$ cat config.mk
export PLATFORM = sky130hd
export DESIGN_NAME = move_controller_flat
export DESIGN_NICKNAME = d
export VERILOG_FILES = /design/src/rtl/move_controller_if.sv /design/src/rtl/move_controller.sv /design/src/flat_wrapper.sv
export SDC_FILE = /design/constraint.sdc
export NUM_CORES = 1
export LEC_CHECK = 0
export ABC_CLOCK_PERIOD_IN_PS = 8420
export BUFFER_PORTS_ARGS = -buffer_cell sky130_fd_sc_hd__buf_2
export CAP_MARGIN = 10
export CORE_ASPECT_RATIO = 1.5
export CORE_MARGIN = 8
export CORE_UTILIZATION = 36
export CTS_CLUSTER_DIAMETER = 30
export DETAILED_ROUTE_END_ITERATION = 7
export SYNTH_ARGS = -nofsm -noshare
export SYNTH_HDL_FRONTEND = slang
export SYNTH_SLANG_ARGS = --single-unit
$ cat constraint.sdc
create_clock -name clk -period 8.42 [get_ports clk]
set_input_delay 0.842 -clock clk [delete_from_list [all_inputs] [get_ports clk]]
set_output_delay 0.842 -clock clk [all_outputs]
set_load 0.03 [all_outputs]
$ cat src/rtl/move_controller_if.sv
`default_nettype none
// ============================================================================
// Module   : move_controller_if
// Brief    : Click handshake and move-logic link of the chess move controller
// Revision : 1.0
// ============================================================================
interface move_controller_if;
    logic        click_valid;
    logic        click_ready;
    logic [5:0]  click_pos;
    logic [63:0] possible_moves;
    logic [4:0]  selected_figure;
    logic [5:0]  position;

    modport master (
        output click_valid,
        output click_pos,
        output possible_moves,
        input  click_ready,
        input  selected_figure,
        input  position
    );

    modport slave (
        input  click_valid,
        input  click_pos,
        input  possible_moves,
        output click_ready,
        output selected_figure,
        output position
    );
endinterface
`default_nettype wire

$ cat src/rtl/move_controller.sv
`default_nettype none
// ============================================================================
// Module   : move_controller
// Brief    : Turn/selection FSM and sole owner of the chess board register
// Revision : 1.0
// ============================================================================
module move_controller #(
    parameter int unsigned EVAL_CYCLES = 1,
    parameter logic [2:0]  PROMO_TYPE  = 3'd5
) (
    input  wire logic              clk,
    input  wire logic              rst_n,
    input  wire logic              new_game,
    move_controller_if.slave       bus,
    output logic [7:0][7:0][3:0]   board,
    output logic [63:0]            move_mask,
    output logic                   turn,
    output logic                   move_done,
    output logic                   illegal,
    output logic [7:0]             move_count
);

    typedef enum logic [1:0] {
        ST_WAIT_SRC = 2'd0,
        ST_EVAL     = 2'd1,
        ST_WAIT_DST = 2'd2,
        ST_COMMIT   = 2'd3
    } state_t;

    localparam logic [3:0] EVAL_LOAD = 4'(EVAL_CYCLES - 1);

    state_t      state;
    logic [5:0]  src_pos;
    logic [3:0]  src_code;
    logic [5:0]  dst_pos;
    logic [3:0]  eval_cnt;
    logic [4:0]  sel_figure;
    logic [5:0]  sel_position;

    logic [63:0] own_mask;
    logic [3:0]  click_code;
    logic        click_own;
    logic        click_accept;
    logic        promote;
    logic [3:0]  commit_code;

    function automatic logic [7:0][7:0][3:0] initial_board();
        logic [7:0][7:0][3:0] b;
        logic [2:0]           back;
        b = '0;
        for (int c = 0; c < 8; c++) begin
            case (c)
                0, 7:    back = 3'd2;
                1, 6:    back = 3'd3;
                2, 5:    back = 3'd4;
                3:       back = 3'd5;
                default: back = 3'd6;
            endcase
            b[0][c] = {1'b0, back};
            b[1][c] = 4'h1;
            b[6][c] = 4'h9;
            b[7][c] = {1'b1, back};
        end
        return b;
    endfunction

    for (genvar i = 0; i < 64; i++) begin : g_own
        assign own_mask[i] = (board[i / 8][i % 8] != 4'd0) && (board[i / 8][i % 8][3] == turn);
    end

    assign click_code   = board[bus.click_pos[5:3]][bus.click_pos[2:0]];
    assign click_own    = own_mask[bus.click_pos];
    assign click_accept = bus.click_valid && bus.click_ready;

    // Pawns promote on the far rank of their own colour.
    assign promote     = (src_code[2:0] == 3'd1) &&
                         ((!src_code[3] && dst_pos[5:3] == 3'd7) || (src_code[3] && dst_pos[5:3] == 3'd0));
    assign commit_code = promote ? {src_code[3], PROMO_TYPE} : src_code;

    assign bus.click_ready     = (state == ST_WAIT_SRC) || (state == ST_WAIT_DST);
    assign bus.selected_figure = sel_figure;
    assign bus.position        = sel_position;

    always_ff @(posedge clk or negedge rst_n) begin
        if (!rst_n) begin
            state        <= ST_WAIT_SRC;
            board        <= initial_board();
            turn         <= 1'b0;
            move_count   <= 8'd0;
            move_mask    <= 64'd0;
            move_done    <= 1'b0;
            illegal      <= 1'b0;
            src_pos      <= 6'd0;
            src_code     <= 4'd0;
            dst_pos      <= 6'd0;
            eval_cnt     <= 4'd0;
            sel_figure   <= 5'd0;
            sel_position <= 6'd0;
        end else begin
            move_done <= 1'b0;
            illegal   <= 1'b0;
            if (new_game) begin
                state        <= ST_WAIT_SRC;
                board        <= initial_board();
                turn         <= 1'b0;
                move_count   <= 8'd0;
                move_mask    <= 64'd0;
                sel_figure   <= 5'd0;
                sel_position <= 6'd0;
            end else begin
                case (state)
                    ST_WAIT_SRC: begin
                        if (click_accept) begin
                            if (click_own) begin
                                src_pos      <= bus.click_pos;
                                src_code     <= click_code;
                                sel_figure   <= {1'b0, click_code};
                                sel_position <= bus.click_pos;
                                eval_cnt     <= EVAL_LOAD;
                                state        <= ST_EVAL;
                            end else begin
                                illegal <= 1'b1;
                            end
                        end
                    end
                    ST_EVAL: begin
                        if (eval_cnt == 4'd0) begin
                            move_mask <= bus.possible_moves & ~own_mask;
                            state     <= ST_WAIT_DST;
                        end else begin
                            eval_cnt <= eval_cnt - 4'd1;
                        end
                    end
                    ST_WAIT_DST: begin
                        if (click_accept) begin
                            if (bus.click_pos == src_pos) begin
                                move_mask    <= 64'd0;
                                sel_figure   <= 5'd0;
                                sel_position <= 6'd0;
                                state        <= ST_WAIT_SRC;
                            end else if (click_own) begin
                                src_pos      <= bus.click_pos;
                                src_code     <= click_code;
                                sel_figure   <= {1'b0, click_code};
                                sel_position <= bus.click_pos;
                                eval_cnt     <= EVAL_LOAD;
                                move_mask    <= 64'd0;
                                state        <= ST_EVAL;
                            end else if (move_mask[bus.click_pos]) begin
                                dst_pos   <= bus.click_pos;
                                move_mask <= 64'd0;
                                state     <= ST_COMMIT;
                            end else begin
                                illegal <= 1'b1;
                            end
                        end
                    end
                    ST_COMMIT: begin
                        // Source clear and destination write land on the same edge.
                        board[dst_pos[5:3]][dst_pos[2:0]] <= commit_code;
                        board[src_pos[5:3]][src_pos[2:0]] <= 4'd0;
                        turn         <= ~turn;
                        move_count   <= move_count + 8'd1;
                        sel_figure   <= 5'd0;
                        sel_position <= 6'd0;
                        move_done    <= 1'b1;
                        state        <= ST_WAIT_SRC;
                    end
                    default: state <= ST_WAIT_SRC;
                endcase
            end
        end
    end

endmodule
`default_nettype wire

$ cat src/flat_wrapper.sv
// flat-port wrapper written by rule: the top's interface ports become plain ports
module move_controller_flat 
#(
    parameter int unsigned EVAL_CYCLES = 1,
    parameter logic [2:0]  PROMO_TYPE  = 3'd5
)
  (clk, rst_n, new_game, board, move_mask, turn, move_done, illegal, move_count, bus_click_valid, bus_click_pos, bus_possible_moves, bus_click_ready, bus_selected_figure, bus_position);
  move_controller_if bus_i ();
  input  wire logic clk;
  input  wire logic rst_n;
  input  wire logic new_game;
  output logic [7:0][7:0][3:0] board;
  output logic [63:0] move_mask;
  output logic turn;
  output logic move_done;
  output logic illegal;
  output logic [7:0] move_count;
  input wire logic [$bits(bus_i.click_valid)-1:0] bus_click_valid;
  input wire logic [$bits(bus_i.click_pos)-1:0] bus_click_pos;
  input wire logic [$bits(bus_i.possible_moves)-1:0] bus_possible_moves;
  output wire logic [$bits(bus_i.click_ready)-1:0] bus_click_ready;
  output wire logic [$bits(bus_i.selected_figure)-1:0] bus_selected_figure;
  output wire logic [$bits(bus_i.position)-1:0] bus_position;
  assign bus_i.click_valid = bus_click_valid;
  assign bus_i.click_pos = bus_click_pos;
  assign bus_i.possible_moves = bus_possible_moves;
  assign bus_click_ready = bus_i.click_ready;
  assign bus_selected_figure = bus_i.selected_figure;
  assign bus_position = bus_i.position;
  move_controller #(.EVAL_CYCLES(EVAL_CYCLES), .PROMO_TYPE(PROMO_TYPE)) u_core (.clk(clk), .rst_n(rst_n), .new_game(new_game), .bus(bus_i), .board(board), .move_mask(move_mask), .turn(turn), .move_done(move_done), .illegal(illegal), .move_count(move_count));
endmodule
==> flow_summary.yaml <==
yosys:
  ys_seq_area_frac: 0.453
  synth_enable_flop_cells: 0
  synth_largest_type_area_fraction: 0.380
  yosysWarningCount: 0
  syn-num-nets: 1965
  synth_async_sr_flop_share: 1.00
  syn-instance-count: 1884
  synthesis.area_um2: 20300
  yosys.area.top_type: "sky130_fd_sc_hd__dfrtp_1"
  postSynthRegisterBits: 364
  post_synth_num_cell_types: 77
  ys_dominant_reg_cell: "sky130_fd_sc_hd__dfrtp_1"
  postSynthAreaPerCell_um2: 10.8
  synth.top_cells.by_count: "308 x sky130_fd_sc_hd__dfrtp_1, 172 x sky130_fd_sc_hd__nor2_1, 170 x sky130_fd_sc_hd__a22o_1"
  synth_most_common_cell: "sky130_fd_sc_hd__dfrtp_1"
  synthTopCellsByArea: "sky130_fd_sc_hd__dfrtp_1 38%, sky130_fd_sc_hd__mux4_2 11%, sky130_fd_sc_hd__a22o_1 7.3%"
cts:
  clock_tree.htree_level_count: 3
  tritoncts: "done"
  cts_inserted_buffers: 75
  post_cts_resized: 0
  cts.sinks: 364
  worst_skew_pair_later_pin_latency_ns: 0.62
  postCtsSetupBuffers: 0
  root_buffer: "sky130_fd_sc_hd__clkbuf_16"
  cts.clk_slew.worst_paths_ns: 0.05
  total_of_hold_buffers_inserted_after_clock_tree_synthesis: 0
  max-clock-path-buffers: 3
drt:
  dr_total_vias: 20089
  dr.first_iter.drc_count: 2317
  route.antenna.remaining_nets: 0
  drt-vias-per-instance: 6.71
  drc: 0
  finalWirelength_um: 103000
  number_of_detailed_route_iterations_in_the_first_pass: 7
  drt-wirelength-per-cell_um: 34.3
sta:
  setup_total_negative_slack_ns: 0
  min_tclk_post_route_ns: 4.64
  finalSetupViolations: 0
  final-hold-violation-count: 0
  max_clock_freq_mhz: 215
  period_share: 0.552
  rsz_0062_raised_after_global_routing: "no"
  worstMarginPinSlew_ns: 1.17
  worst_slew_margin_rel: 0.211
  skew_ns: 0.0253
  timing_max_transition_violations_final: 0
floorplanning:
  die_area_um2: 64300
  num_rows: 106
  die_w_um: 210
  floorplan.core_area_um2: 55700
  initial_core_util: 0.364
  io_pins: 417
  die_y_um: 307
worst_setup_path:
  worstSetupPathType: "register to register"
  critical-path-slowest-cell: "sky130_fd_sc_hd__dfrtp_4"
  cp-start-kind: "register"
  path_cells: "buf_4 -> nor3_1 -> a211o_1 -> a41o_1 -> o31ai_2 -> mux2i_1 -> mux2_2 -> o21ai_1 -> a22o_1"
  critical_path_arrival_ns: 5.17
  cp_max_fo: 103
  worst-path-buf-inv: 1
  required_ns: 8.95
  dominant_delay_contributor_by_cell_family_on_the_critical_path: "compound AO/OA/AOI/OAI gates"
  max_stage_delay_ns: 0.96
  crit_path_end_kind: "register"
placement:
  place.gp.congestion: 0.967
  io_buffer_count: 416
  dpl.hpwl_um: 75600
min_path:
  hp-class: "input port to asynchronous set/reset pin"
global_route:
  gr-total-overflow: 0
  grt_pass1_wl_um: 147000
  grt_max_degree: 142
  first_global_vias: 19745
  initial_antenna_violation_count: 3
  globalRouteTotalUtil: 0.310
power_and_ir_drop:
  vdd_drop_max_uv: 185
  p_total_uw: 6480
  static-leakage-power_uw: 0.0114
  power.density_cell_area_nw_per_um2: 255
run:
  maxCapViolCount: 0
final_layout:
  multiInputGateArea_um2: 10300
  nets: 2305
  post_route_cells_drive_above_1_share: 0.343
  fillerInstances: 5236
  utilization: 0.456
  syn_to_final_growth_pct: 25.3
  register_area_um2: 9190
status:
  status: "finished, final reports clean"
-- worst register-to-register path, cell delays in order (launching register included) --
cell                      delay (ns)
sky130_fd_sc_hd__dfrtp_4        0.96
sky130_fd_sc_hd__buf_4          0.90
sky130_fd_sc_hd__nor3_1         0.19
sky130_fd_sc_hd__a211o_1        0.31
sky130_fd_sc_hd__a41o_1         0.24
sky130_fd_sc_hd__o31ai_2        0.44
sky130_fd_sc_hd__mux2i_1        0.16
sky130_fd_sc_hd__mux2_2         0.38
sky130_fd_sc_hd__o21ai_1        0.73
sky130_fd_sc_hd__a22o_1         0.26
-- area by class of cell --
cell class / count / share of cell area
Antenna cell: 5 / 0.000493
Clock buffer: 92 / 0.0825
Clock inverter: 46 / 0.0237
Inverter: 17 / 0.00251
Multi-Input combinational cell: 1325 / 0.404
Sequential cell: 364 / 0.362
Tap cell: 702 / 0.0346
Timing Repair Buffer: 441 / 0.0906
-- power by group --
part | total (uW) | leakage (uW) | switching, uW | internal, uW
registers | 1980 | 0.00485 | 162 | 1820
logic | 1320 | 0.00526 | 1010 | 308
clock network | 3180 | 0.00128 | 1060 | 2120
total | 6480 | 0.0114 | 2230 | 4250
-- final timing paths --
check	startpoint	end	slack (ns)	depth (start not counted)
max	u_core.turn	u_core.bus.selected_figure[1]	3.78	9
min	rst_n	u_core.move_count[3]	0.17	1
max reg2reg	u_core.turn	u_core.bus.selected_figure[1]	3.78	9
min reg2reg	u_core.bus.selected_figure[4]	u_core.bus.selected_figure[4]	0.49	1
max in group asynchronous	rst_n	u_core.board[233]	6.70	2
min in group clk	bus_possible_moves[47]	u_core.move_mask[47]	0.47	2
-- placed cells by master, fill, tap and decap left out, types with 37 or more instances in the layout --
cell / netlist / final
sky130_fd_sc_hd__clkbuf_16: 0 / 79
sky130_fd_sc_hd__dfrtp_1: 308 / 304
sky130_fd_sc_hd__a21oi_1: 110 / 110
sky130_fd_sc_hd__dfstp_2: 56 / 56
sky130_fd_sc_hd__a32o_1: 56 / 56
sky130_fd_sc_hd__mux4_2: 103 / 103
sky130_fd_sc_hd__a22o_1: 170 / 170
sky130_fd_sc_hd__nor3_1: 142 / 141
sky130_fd_sc_hd__o22ai_1: 49 / 49
sky130_fd_sc_hd__o21ai_0: 45 / 45
sky130_fd_sc_hd__nor2_1: 172 / 172
sky130_fd_sc_hd__a22oi_1: 37 / 37
sky130_fd_sc_hd__nand2_1: 98 / 98
sky130_fd_sc_hd__buf_2: 23 / 412
sky130_fd_sc_hd__a221o_1: 47 / 47
-- kinds of logic (layout without fill, tap and decap cells) --
logic type	after synthesis	count (layout)	synth area share
AND/OR/NAND/NOR	568	568	0.135
multiplexers	131	131	0.130
buffers and inverters	195	596	0.0427
flip-flops	364	364	0.453
other	0	5	0
XOR/XNOR	18	18	0.00778
adder cells (fa/ha/maj)	7	7	0.00432
AO/OA/AOI/OAI	601	601	0.227
-- sequential cells by signal, indices dropped and copies added, names as in the netlist, 4 cells and up --
register	flops
u_core.dst_pos	6
u_core.bus.selected_figure	5
u_core.move_count	8
u_core.move_mask	64
u_core.bus.position	6
u_core.src_pos	6
u_core.board	256
u_core.src_code	4
u_core.eval_cnt	4
-- per-stage QoR --
stage	instances	hold WS, ns	worst slack (ns)	cell area (um^2)
2_1_floorplan	1884	0.474	4.91	20300
3_3_place_gp	2849	0.472	3.67	22700
3_5_place_dp	2849	0.485	3.58	22700
4_1_cts	2987	0.183	3.84	25400
5_1_grt	2988	0.216	3.54	25400
6_report	2992	0.173	3.78	25400
-- routing by layer --
layer  global-route usage  vias up  part of all wire
met5                    0        -                 0
met1                0.358    10037              0.35
li1                     -     8084                 -
met2                0.491     1612              0.46
met4                0.228        0             0.083
met3               0.0832      356              0.11
(Power assumes the default switching activity.)
